File: src/rtl/uart_tx_arbiter_pkg.sv
// Shared types and constants for the round-robin UART TX arbiter.
// The UART_ARB_TAG_EN build option uses ARB_TAG_BASE to form per-requester tag bytes.
package uart_pkg;

    typedef enum logic [2:0] {
        ARB_IDLE       = 3'd0,
        ARB_TAG_LAUNCH = 3'd1,
        ARB_TAG_DRAIN  = 3'd2,
        ARB_LAUNCH     = 3'd3,
        ARB_DRAIN      = 3'd4
    } arb_state_t;

    localparam logic [7:0] ARB_TAG_BASE = 8'hA0;

    // Tag byte announcing which requester owns the following data byte.
    function automatic logic [7:0] arb_tag_byte(input logic [3:0] id);
        return ARB_TAG_BASE | {4'h0, id};
    endfunction

endpackage

File: src/rtl/uart_rr_pick.sv
// Combinational rotating-priority picker: first set request scanning from ptr upward, wrapping at N.
module uart_rr_pick
    import uart_pkg::*;
#(
    parameter  int N   = 4,
    localparam int IDW = (N > 1) ? $clog2(N) : 1
) (
    input  logic [N-1:0]   req,
    input  logic [IDW-1:0] ptr,
    output logic           any,
    output logic [IDW-1:0] idx
);

    logic [N-1:0] w_rot;
    int           w_sum;

    // Rotate so bit 0 is the requester at ptr, then take the lowest set bit.
    always_comb begin
        any   = 1'b0;
        idx   = {IDW{1'b0}};
        w_sum = 0;
        w_rot = N'({req, req} >> ptr);
        for (int k = 0; k < N; k++) begin
            if (!any && w_rot[k]) begin
                any   = 1'b1;
                w_sum = int'(ptr) + k;
                idx   = (w_sum >= N) ? IDW'(w_sum - N) : IDW'(w_sum);
            end else begin
                any = any;
                idx = idx;
            end
        end
    end

endmodule

File: src/rtl/uart_tx_arbiter.sv
// Round-robin arbiter sharing one uart_tx among NUM_REQ requesters, with a launch watchdog.
// Define UART_ARB_TAG_EN to prefix every granted byte with tag byte 8'hA0 | grant_id.
module uart_tx_arbiter
    import uart_pkg::*;
#(
    parameter  int NUM_REQ     = 4,
    parameter  int ACK_TIMEOUT = 8,
    localparam int IDW         = (NUM_REQ > 1) ? $clog2(NUM_REQ) : 1
) (
    input  logic                 clk,
    input  logic                 rstn,
    input  logic [NUM_REQ-1:0]   req_valid,
    input  logic [8*NUM_REQ-1:0] req_data,
    output logic [NUM_REQ-1:0]   req_ready,
    output logic                 tx_send,
    output logic [7:0]           tx_data,
    input  logic                 tx_ready,
    output logic [IDW-1:0]       grant_id,
    output logic                 active,
    output logic                 err_timeout
);

    localparam int             CW      = $clog2(ACK_TIMEOUT + 1);
    localparam logic [CW-1:0]  WD_LAST = CW'(ACK_TIMEOUT - 1);
    localparam logic [CW-1:0]  WD_MAX  = CW'(ACK_TIMEOUT);

    arb_state_t          r_state;
    logic [IDW-1:0]      r_ptr;
    logic [CW-1:0]       r_cnt;
    logic [NUM_REQ-1:0]  r_req_ready;
    logic                r_tx_send;
    logic [7:0]          r_tx_data;
    logic [IDW-1:0]      r_grant_id;
    logic                r_active;
    logic                r_err_timeout;
`ifdef UART_ARB_TAG_EN
    logic [7:0]          r_hold;
`endif

    logic                w_any;
    logic [IDW-1:0]      w_idx;
    logic [NUM_REQ-1:0]  w_win_onehot;
    logic [7:0]          w_win_data;
    logic [IDW-1:0]      w_next_ptr;

    uart_rr_pick #(
        .N (NUM_REQ)
    ) u_pick (
        .req (req_valid),
        .ptr (r_ptr),
        .any (w_any),
        .idx (w_idx)
    );

    assign w_win_onehot = NUM_REQ'(1'b1) << w_idx;
    assign w_win_data   = 8'(req_data >> {w_idx, 3'b000});
    assign w_next_ptr   = (r_grant_id == IDW'(NUM_REQ - 1)) ? {IDW{1'b0}}
                                                            : r_grant_id + IDW'(1'b1);

    // Arbiter FSM, watchdog and all registered outputs.
    always_ff @(posedge clk or posedge rstn) begin
        if (rstn) begin
            r_state       <= ARB_IDLE;
            r_ptr         <= {IDW{1'b0}};
            r_cnt         <= {CW{1'b0}};
            r_req_ready   <= {NUM_REQ{1'b0}};
            r_tx_send     <= 1'b0;
            r_tx_data     <= 8'h00;
            r_grant_id    <= {IDW{1'b0}};
            r_active      <= 1'b0;
            r_err_timeout <= 1'b0;
`ifdef UART_ARB_TAG_EN
            r_hold        <= 8'h00;
`endif
        end else begin
            r_req_ready   <= {NUM_REQ{1'b0}};
            r_err_timeout <= 1'b0;
            case (r_state)
                ARB_IDLE: begin
                    if (w_any && tx_ready) begin
                        r_req_ready <= w_win_onehot;
                        r_grant_id  <= w_idx;
                        r_tx_send   <= 1'b1;
                        r_cnt       <= {CW{1'b0}};
                        r_active    <= 1'b1;
`ifdef UART_ARB_TAG_EN
                        r_hold      <= w_win_data;
                        r_tx_data   <= arb_tag_byte(4'(w_idx));
                        r_state     <= ARB_TAG_LAUNCH;
`else
                        r_tx_data   <= w_win_data;
                        r_state     <= ARB_LAUNCH;
`endif
                    end
                end
`ifdef UART_ARB_TAG_EN
                ARB_TAG_LAUNCH,
`endif
                ARB_LAUNCH: begin
                    if (!tx_ready) begin
                        r_tx_send <= 1'b0;
                        r_cnt     <= {CW{1'b0}};
`ifdef UART_ARB_TAG_EN
                        r_state   <= (r_state == ARB_TAG_LAUNCH) ? ARB_TAG_DRAIN : ARB_DRAIN;
`else
                        r_state   <= ARB_DRAIN;
`endif
                    end else if (r_cnt == WD_LAST) begin
                        // Transmitter never acknowledged: drop the byte and move on.
                        r_tx_send     <= 1'b0;
                        r_err_timeout <= 1'b1;
                        r_cnt         <= {CW{1'b0}};
                        r_ptr         <= w_next_ptr;
                        r_active      <= 1'b0;
                        r_state       <= ARB_IDLE;
                    end else if (r_cnt != WD_MAX) begin
                        r_cnt <= r_cnt + CW'(1'b1);
                    end
                end
`ifdef UART_ARB_TAG_EN
                ARB_TAG_DRAIN: begin
                    if (tx_ready) begin
                        r_tx_data <= r_hold;
                        r_tx_send <= 1'b1;
                        r_cnt     <= {CW{1'b0}};
                        r_state   <= ARB_LAUNCH;
                    end
                end
`endif
                ARB_DRAIN: begin
                    if (tx_ready) begin
                        r_ptr    <= w_next_ptr;
                        r_active <= 1'b0;
                        r_state  <= ARB_IDLE;
                    end
                end
                default: begin
                    r_tx_send <= 1'b0;
                    r_cnt     <= {CW{1'b0}};
                    r_active  <= 1'b0;
                    r_state   <= ARB_IDLE;
                end
            endcase
        end
    end

    assign req_ready   = r_req_ready;
    assign tx_send     = r_tx_send;
    assign tx_data     = r_tx_data;
    assign grant_id    = r_grant_id;
    assign active      = r_active;
    assign err_timeout = r_err_timeout;

endmodule

File: config.mk
export PLATFORM = sky130hd
export DESIGN_NAME = uart_tx_arbiter
export DESIGN_NICKNAME = d
export VERILOG_FILES = /design/src/rtl/uart_tx_arbiter_pkg.sv /design/src/rtl/uart_rr_pick.sv /design/src/rtl/uart_tx_arbiter.sv
export SDC_FILE = /design/constraint.sdc
export NUM_CORES = 1
export LEC_CHECK = 0
export CORE_MARGIN = 5
export CORE_UTILIZATION = 30
export CTS_CLUSTER_SIZE = 8
export DETAILED_ROUTE_END_ITERATION = 8
export SYNTH_ARGS = -nofsm -noshare
export SYNTH_HDL_FRONTEND = slang
export SYNTH_SLANG_ARGS = --single-unit
File: constraint.sdc
create_clock -name clk -period 1.9 [get_ports clk]
set_input_delay 0.38 -clock clk [delete_from_list [all_inputs] [get_ports clk]]
set_output_delay 0.38 -clock clk [all_outputs]
set_load 0.03 [all_outputs]
==> impl_metrics.json, run 1 <==
{
  "routed_wl_um": 4330,
  "syn_area_per_cell_um2": 9.60,
  "synth.area.mux_share_pct": 2.23,
  "antenna_left": 0,
  "synthCells": 152,
  "r2r_start": "r_ptr[1]$_DFFE_PP0P_",
  "core_um2": 4720,
  "path_max_fanout": 4,
  "worstPathRequired_ns": 1.52,
  "slew_violations": 0,
  "end_kind": "primary output",
  "cts.sinks": 25,
  "numCtsBuffers": 3,
  "pwr-share-seq_pct": 29.6,
  "cts-root-buf": "clkbuf_8",
  "power_density_nw_per_um2": 1240,
  "rr_endpoint": "tx_data[3]$_DFFE_PP0P_",
  "ys.warnings.count": 0,
  "finalSetupViolCount": 0,
  "synthArstFlopShare_pct": 100,
  "yosys.cell_types.count": 38,
  "power_w": 0.00297,
  "synth_compound_area_share_pct": 27.5,
  "crit_family": "buffers and inverters",
  "ys_seq_area_share_pct": 42.9,
  "die_w_um": 79.7,
  "drc_errors": 0,
  "syn_to_final_growth_pct": 64.2,
  "fin_cells": 297,
  "synth_top_family_by_area": "compound AO/OA/AOI/OAI gates",
  "timing_worst_setup_path_type": "flip-flop to primary output",
  "rsz0062_at_grt": "false",
  "cts_buffer_depth": 2,
  "netSwitchingFraction_pct": 42.4,
  "dp_cells": 290,
  "grt_max_degree": 26,
  "fillers": 435,
  "mostFrequentLayoutCells": "clkdlybuf4s50_1, dfrtp_1, nand2_1, buf_4, nor2_1",
  "nets": 273,
  "drive_gt1_share_pct": 23.9,
  "dieArea_um2": 6360,
  "grt_pass1_vias": 1429,
  "p_leak_nw": 1.05,
  "start_util_pct": 30.9,
  "vias": 1389,
  "drtIter0Drc": 37,
  "reg2reg_slack_ns": 0.19,
  "tightest_slew_ns": 0.347,
  "utilization_pct": 50.7,
  "dpl.hpwl_um": 3190,
  "power.internal_w": 0.00171,
  "globalRouteOverflowTotal": 0,
  "final_area_um2": 2400,
  "final_common_cell": "clkdlybuf4s50_1",
  "comb_power_share_pct": 59.3,
  "clk_pin_slew_ns": 0.10,
  "min_path_type": "input pin to async pin",
  "fmax_mhz": 567,
  "startpoint_type": "flip-flop",
  "critPathMaxStageDelay_ns": 0.70,
  "ios": 56,
  "clkLatencyLatePin_ns": 0.27,
  "cap_violations": 0,
  "postPlaceCellArea_um2": 2240,
  "syn-cell-area_um2": 1460,
  "synth_ff_type": "dfrtp_1",
  "h-tree-depth": 1,
  "synthSimpleGateAreaFrac_pct": 18.2,
  "path_cells": "clkdlybuf4s50_1",
  "min_period_over_period_pct": 92.8,
  "antenna_found_initial": 0,
  "p_sw_w": 0.00126,
  "skew_ns": 0.00570,
  "cts_tree": "done",
  "numPortBuffers": 55,
  "worstPathArrival_ns": 1.38,
  "ys_seq_elements": 25,
  "slowest_stage": "clkdlybuf4s50_1",
  "grt_pass1_wl_um": 6670,
  "synth_xor_area_share_pct": 0,
  "tns_ns": 0,
  "num_rows": 25,
  "antennaDiodeCount": 0,
  "pwr-share-clk_pct": 11.1,
  "vias_per_cell": 4.68,
  "min_period_ns": 1.76,
  "routabilityCongestion": 0.811,
  "first_pass_iters": 4,
  "grtUsageTotal_pct": 13.4,
  "routedWlPerCell_um": 14.6,
  "synth-edff-count": 0,
  "status": "finished clean",
  "reg2regPathDepth": 5,
  "hold_viol_final": 0,
  "synth_fa_ha_area_share_pct": 2.57,
  "relSlewSlack_pct": 76.8,
  "fp.dieH_um": 79.7,
  "peakVddDrop_mv": 0.549,
  "cp_num_buf_inv": 1,
  "synth_fp_nets": 194
}
per-stage QoR:
step,hold WS (ns),setup slack [ns]
after floorplan,0.407,0.226
after global placement,0.516,-0.308
after detailed placement,0.533,-0.382
after CTS,0.460,-0.00639
after global routing,0.486,0.0709
final,0.444,0.137
logic make-up after synthesis:
| logic type | after synthesis |
|---|---|
| compound gates | 46 |
| buf+inv | 18 |
| fa+ha+maj | 3 |
| simple gates | 57 |
| flops | 25 |
| mux | 3 |
worst max-delay path by stage:
stage                             from                      to  slack [ns]  cells past startpoint
2_1_floorplan     r_ptr[1]$_DFFE_PP0P_  tx_data[6]$_DFFE_PP0P_        0.23                      5
5_1_grt           r_ptr[1]$_DFFE_PP0P_  tx_data[3]$_DFFE_PP0P_        0.07                      6
4_1_cts                   req_valid[1]  tx_data[2]$_DFFE_PP0P_      -0.006                      7
6_report       grant_id[0]$_DFFE_PP0P_             grant_id[0]        0.14                      1
3_5_place_dp              req_valid[0]  tx_data[6]$_DFFE_PP0P_       -0.38                      6
3_3_place_gp              req_valid[0]  tx_data[7]$_DFFE_PP0P_       -0.31                      6
synthesized netlist by cell type, types with 2 or more instances:
library cell,count,area (um2)
nand2_1,25,93.8
a311oi_2,3,45.0
and3_1,2,12.5
a21boi_0,8,60.1
inv_1,9,33.8
nor2_1,13,48.8
a21oi_1,5,25.0
nand3b_1,2,15.0
buf_6,3,33.8
nand2b_1,3,18.8
buf_2,2,10.0
a2111oi_2,6,90.1
clkbuf_1,2,7.51
nand3_1,3,15.0
a311oi_1,5,43.8
dfrtp_1,25,626
nor3_1,3,15.0
a2111oi_0,2,17.5
o21ai_0,10,50.1
ha_1,3,37.5
layer usage:
metal  vias to the layer above  share of wire [%]  GRT usage (%)  routed length, um
met3                         2                3.3           1.47                144
met1                       666                 45           17.2               1940
met2                        22                 51           23.2               2210
met4                         0               0.81           4.73                 35
met5                         -                  0              0                  0
li1                        699                  -              -                  -
timing repair:
action,CTS,global route
gates cloned,0,1
pin swaps,0,3
setup endpoints to repair,8,13
hold buffers,0,0
setup buffers,0,2
resized for setup,7,17
power groups by stage:
stage	combinational, W	clock, W	sequential, W
floorplan	0.000677	0	0.00113
global placement	0.00162	0	0.000882
detailed placement	0.00163	0	0.000888
CTS	0.00168	0.000335	0.000877
global route	0.00190	0.000359	0.000906
finish	0.00176	0.000329	0.000880
final cells by class:
cell class	count	area [um2]	share of cell area (%)
clock buffers	3	41.3	1.72
clock inverters	1	5.00	0.209
inverters	10	37.5	1.57
repair buffers	81	792	33.1
flip-flops and latches	25	626	26.1
multi-input cells	110	811	33.8
well taps	67	83.8	3.50
tightest hold or removal path, stage by stage:
cell	delay, ns
clkdlybuf4s50_1	0.39
inv_1	0.05
buf_4	0.31
flip-flops by register name, indices dropped and copies added, names as in the netlist:
name,count
r_state,2
grant_id,2
tx_send,1
req_ready,4
tx_data,8
active,1
r_cnt,4
err_timeout,1
r_ptr,2
Note: power is estimated with default switching activity, not from simulation.
==> run 2, diff against run 1 <==
Settings changed: CELL_PAD_IN_SITES_DETAIL_PLACEMENT from default to 1, CELL_PAD_IN_SITES_GLOBAL_PLACEMENT from default to 1, PLACE_DENSITY from default to 0.78.
==> run 2 against run 1 <==
  * Sequential share of layout area up 0.46 points
  * Sequential cell count unchanged
  * Core utilization down 0.87 points
==> impl_metrics.json, run 2 (same netlist as run 1, synthesis figures left out) <==
{
  "routed_wl_um": 4890,
  "grtUsageTotal_pct": 15.5,
  "cts-root-buf": "clkbuf_8",
  "pwr-share-seq_pct": 30.1,
  "whs_ns": 0.461,
  "vias_per_cell": 4.84,
  "grt_pass1_vias": 1625,
  "first_pass_iters": 4,
  "syn_to_final_growth_pct": 61.4,
  "reg2reg_slack_ns": 0.18,
  "power_w": 0.00295,
  "timing_worst_setup_path_type": "input pin to flip-flop",
  "largest_register_ffs": 8,
  "drtIter0Drc": 45,
  "grt_use_met2_pct": 28.2,
  "worstPathRequired_ns": 2.04,
  "p_sw_w": 0.00126,
  "startpoint_type": "input pin",
  "num_rows": 25,
  "netSwitchingFraction_pct": 42.6,
  "grt_pass1_wl_um": 7680,
  "die_w_um": 79.7,
  "utilization_pct": 49.9,
  "routedWlPerCell_um": 16.5,
  "path_max_fanout": 7,
  "grt_max_degree": 26,
  "antenna_found_initial": 0,
  "globalRouteOverflowTotal": 0,
  "numPortBuffers": 55,
  "min_period_ns": 1.78,
  "dieArea_um2": 6360,
  "min_period_over_period_pct": 93.5,
  "hold_viol_final": 0,
  "worstPathArrival_ns": 1.92,
  "clkLatencyLatePin_ns": 0.26,
  "start_util_pct": 30.9,
  "h-tree-depth": 1,
  "min_path_type": "input pin to async pin",
  "clk_pin_slew_ns": 0.09,
  "peakVddDrop_mv": 0.646,
  "fillers": 550,
  "routabilityCongestion": 0.825,
  "antenna_left": 0,
  "status": "finished clean",
  "power_density_nw_per_um2": 1250,
  "final_common_cell": "clkdlybuf4s50_1",
  "tns_ns": 0,
  "skew_ns": 0.00170,
  "dpl.hpwl_um": 3720,
  "mostFrequentLayoutCells": "clkdlybuf4s50_1, dfrtp_1, nand2_1, buf_4, nor2_1",
  "drc_errors": 0,
  "cts_tree": "done",
  "fin_cells": 296,
  "grtUsageMet3_pct": 1.58,
  "relSlewSlack_pct": 77.2,
  "core_um2": 4720,
  "pwr-share-clk_pct": 10.7,
  "slew_violations": 0,
  "cts_buffer_depth": 2,
  "cap_violations": 0,
  "hold_buffers": 0,
  "cts.sinks": 25,
  "comb_power_share_pct": 59.2,
  "fp.dieH_um": 79.7,
  "fmax_mhz": 563,
  "dp_cells": 286,
  "finalSetupViolCount": 0,
  "end_kind": "flip-flop",
  "power.internal_w": 0.00170,
  "drive_gt1_share_pct": 22.7,
  "grt_use_met1_pct": 19.4,
  "vias": 1434,
  "numCtsBuffers": 3,
  "grt_busiest_layer": "met2",
  "ios": 56,
  "rsz0062_at_grt": "false",
  "nets": 272,
  "tightest_slew_ns": 0.340,
  "antennaDiodeCount": 0,
  "p_leak_nw": 1.03
}
[run 2: changes by cell type in the layout (fill, tap and decap cells not counted), sizes merged]
cell,previous run,this run
clkinv,1,0
buf,26,25
dlygate4sd2,0,1
clkbuf,3,4
dlymetal6s2s,4,3
[run 2: power groups by stage]
stage	Clock, W	Combinational [W]	Sequential, W
after floorplan	0	0.000677	0.00113
after global placement	0	0.00158	0.000893
after detailed placement	0	0.00162	0.000896
after CTS	0.000330	0.00169	0.000887
after global routing	0.000354	0.00188	0.000915
final	0.000317	0.00175	0.000887
[run 2: worst max-delay path, stage by stage]
cell and delay, ns:
clkdlybuf4s50_1 0.48, and2b_2 0.19, nand2_4 0.06, or2_4 0.27, buf_12 0.15, a2111oi_1 0.32, a311oi_1 0.08
[run 2: area by class of cell]
| cell class | count | area [um2] | share of cell area, % |
|---|---|---|---|
| clock buffer | 4 | 45.0 | 1.91 |
| tap | 67 | 83.8 | 3.56 |
| timing repair buffer | 80 | 773 | 32.8 |
| multi-input combinational | 110 | 790 | 33.5 |
| sequential | 25 | 626 | 26.6 |
| inverter | 10 | 37.5 | 1.59 |
[run 2: timing repair]
item | 4_1_cts | 5_1_grt
cloned | 1 | 0
resized for setup | 8 | 11
pin swaps | 0 | 4
setup buffers | 1 | 4
setup endpoints to repair | 8 | 10
[run 2: final timing paths]
path / from / endpoint / cells after the start
min in group clk: tx_send$_DFFE_PP0P_ / tx_send$_DFFE_PP0P_ / 2
worst max-delay path: tx_ready / tx_data[6]$_DFFE_PP0P_ / 7
max in group asynchronous: rstn / err_timeout$_DFF_PP0_ / 3
worst max register to register: r_ptr[1]$_DFFE_PP0P_ / tx_data[1]$_DFFE_PP0P_ / 5
worst min-delay path: rstn / req_ready[1]$_DFF_PP0_ / 3
worst min register to register: tx_send$_DFFE_PP0P_ / tx_send$_DFFE_PP0P_ / 2
[run 2: metrics by stage]
| stage | setup WS (ns) | instance area, um2 |
|---|---|---|
| 2_1_floorplan | 0.226 | 1460 |
| 3_3_place_gp | -0.302 | 2210 |
| 3_5_place_dp | -0.366 | 2210 |
| 4_1_cts | 0.0170 | 2290 |
| 5_1_grt | 0.0271 | 2350 |
| 6_report | 0.124 | 2350 |
[run 2: routing by layer]
| layer | vias to the layer above | part of all wire, % |
|---|---|---|
| met1 | 713 | 42 |
| met2 | 22 | 55 |
| met3 | 2 | 2.0 |
| li1 | 697 | - |
| met5 | - | 0 |
| met4 | 0 | 0.53 |
==> run 3, diff against run 2 <==
Settings changed: CELL_PAD_IN_SITES_DETAIL_PLACEMENT 1 to default, CELL_PAD_IN_SITES_GLOBAL_PLACEMENT 1 to default, PLACE_DENSITY 0.78 to 0.61.
==> run 3 against run 2 <==
  * Setup slack better by 0.00058 ns
  * Sequential share of layout area down 0.098 points
  * Count of clock-buffer cells in the layout down 1
  * Critical endpoint is now grant_id[0]
  * Non-clock buffer count down 1
  * Global-route usage down 2.2 points
  * Register-to-register slack about the same
==> impl_metrics.json, run 3 (same netlist as run 1, synthesis figures left out) <==
{
  "status": "finished clean",
  "p_leak_nw": 1.03,
  "ios": 56,
  "cts_setup_buffers": 0,
  "min_period_over_period_pct": 93.5,
  "cts.sinks": 25,
  "hold_viol_final": 0,
  "vias": 1397,
  "final_common_cell": "clkdlybuf4s50_1",
  "critPathMaxStageDelay_ns": 0.70,
  "crit_family": "buffers and inverters",
  "worstPathArrival_ns": 1.40,
  "relSlewSlack_pct": 75.6,
  "clkLatencyLatePin_ns": 0.27,
  "largest_register_ffs": 8,
  "dp_cells": 290,
  "dieArea_um2": 6360,
  "path_max_fanout": 4,
  "min_path_type": "input pin to async pin",
  "nets": 271,
  "h-tree-depth": 1,
  "die_w_um": 79.7,
  "fin_cells": 295,
  "grt_pass1_wl_um": 6640,
  "fmax_mhz": 563,
  "timing_worst_setup_path_type": "flip-flop to primary output",
  "start_util_pct": 30.9,
  "slew_violations": 0,
  "vias_per_cell": 4.74,
  "antenna_left": 0,
  "tightest_slew_ns": 0.364,
  "fp.dieH_um": 79.7,
  "cts_tree": "done",
  "cp_num_buf_inv": 1,
  "grt_max_degree": 26,
  "syn_to_final_growth_pct": 62.0,
  "min_period_ns": 1.78,
  "numCtsBuffers": 3,
  "routedWlPerCell_um": 14.9,
  "dpl.hpwl_um": 3260,
  "slowest_stage": "clkdlybuf4s50_1",
  "drc_errors": 0,
  "dpl_worst_slack_ns": -0.392,
  "postPlaceCellArea_um2": 2240,
  "cap_violations": 0,
  "numPortBuffers": 55,
  "skew_ns": 0.00197,
  "power_density_nw_per_um2": 1250,
  "cts-root-buf": "clkbuf_8",
  "globalRouteOverflowTotal": 0,
  "routabilityCongestion": 0.819,
  "antennaDiodeCount": 0,
  "first_pass_iters": 4,
  "num_rows": 25,
  "mostFrequentLayoutCells": "clkdlybuf4s50_1, nand2_1, dfrtp_1, buf_4, nor2_1",
  "fin_ws_ns": 0.124,
  "drive_gt1_share_pct": 23.7,
  "routed_wl_um": 4380,
  "grt_pass1_vias": 1384,
  "clk_pin_slew_ns": 0.10,
  "grtUsageTotal_pct": 13.3,
  "startpoint_type": "flip-flop",
  "end_kind": "primary output",
  "whs_ns": 0.457,
  "cts_buffer_depth": 2,
  "drtIter0Drc": 88,
  "antenna_found_initial": 0,
  "path_cells": "clkdlybuf4s50_1",
  "hold_buffers": 0,
  "core_um2": 4720,
  "peakVddDrop_mv": 0.387,
  "final_area_um2": 2360,
  "tns_ns": 0,
  "rsz0062_at_grt": "false",
  "finalSetupViolCount": 0,
  "worstPathRequired_ns": 1.52
}
==> run 3: cell count changes in the layout (fill, tap and decap cells not counted), sizes merged <==
cell          previous run  this run
clkbuf                   4         3
buf                     25        24
clkinv                   0         1
dlygate4sd2              1         0
dlymetal6s2s             3         4
==> run 3: layout make-up <==
class | count | area [um2]
clock buffers | 3 | 41.3
clock inverters | 1 | 5.00
fillers | 454 | 2360
inverters | 10 | 37.5
multi-input cells | 110 | 805
flip-flops and latches | 25 | 626
well taps | 67 | 83.8
repair buffers | 79 | 766
==> run 3: report_power, final <==
group	internal (W)	switching (W)
Combinational	0.000826	0.000907
Clock	0.000147	0.000187
Sequential	0.000719	0.000158
==> run 3: stage by stage <==
step                      utilization, %  power (W)
final                               50.0    0.00294
after global placement              47.4    0.00252
after detailed placement            47.4    0.00252
after global routing                50.0    0.00312
after CTS                           49.0    0.00291
after floorplan                        -    0.00180
==> run 3: what timing repair did <==
action,in CTS,in global routing
resized for setup,8,12
pin swaps,0,6
cloned,1,0
endpoints found under the setup margin,8,14
==> run 3: per-layer routing <==
metal,GRT usage (%),vias up,share of wire [%]
li1,-,694,-
met3,0.903,4,3.5
met2,22.5,27,50
met5,0,-,0
met4,5.41,0,1.5
met1,17.7,672,45
==> run 3: final timing paths <==
check | from | end | slack, ns | cells past startpoint
min in group clk | tx_send$_DFFE_PP0P_ | tx_send$_DFFE_PP0P_ | 0.53 | 2
min reg2reg | tx_send$_DFFE_PP0P_ | tx_send$_DFFE_PP0P_ | 0.53 | 2
min | rstn | req_ready[0]$_DFF_PP0_ | 0.46 | 3
max | grant_id[0]$_DFFE_PP0P_ | grant_id[0] | 0.12 | 1
max reg2reg | r_ptr[1]$_DFFE_PP0P_ | tx_data[7]$_DFFE_PP0P_ | 0.18 | 4
max in group asynchronous | rstn | r_ptr[0]$_DFFE_PP0P_ | 1.19 | 3
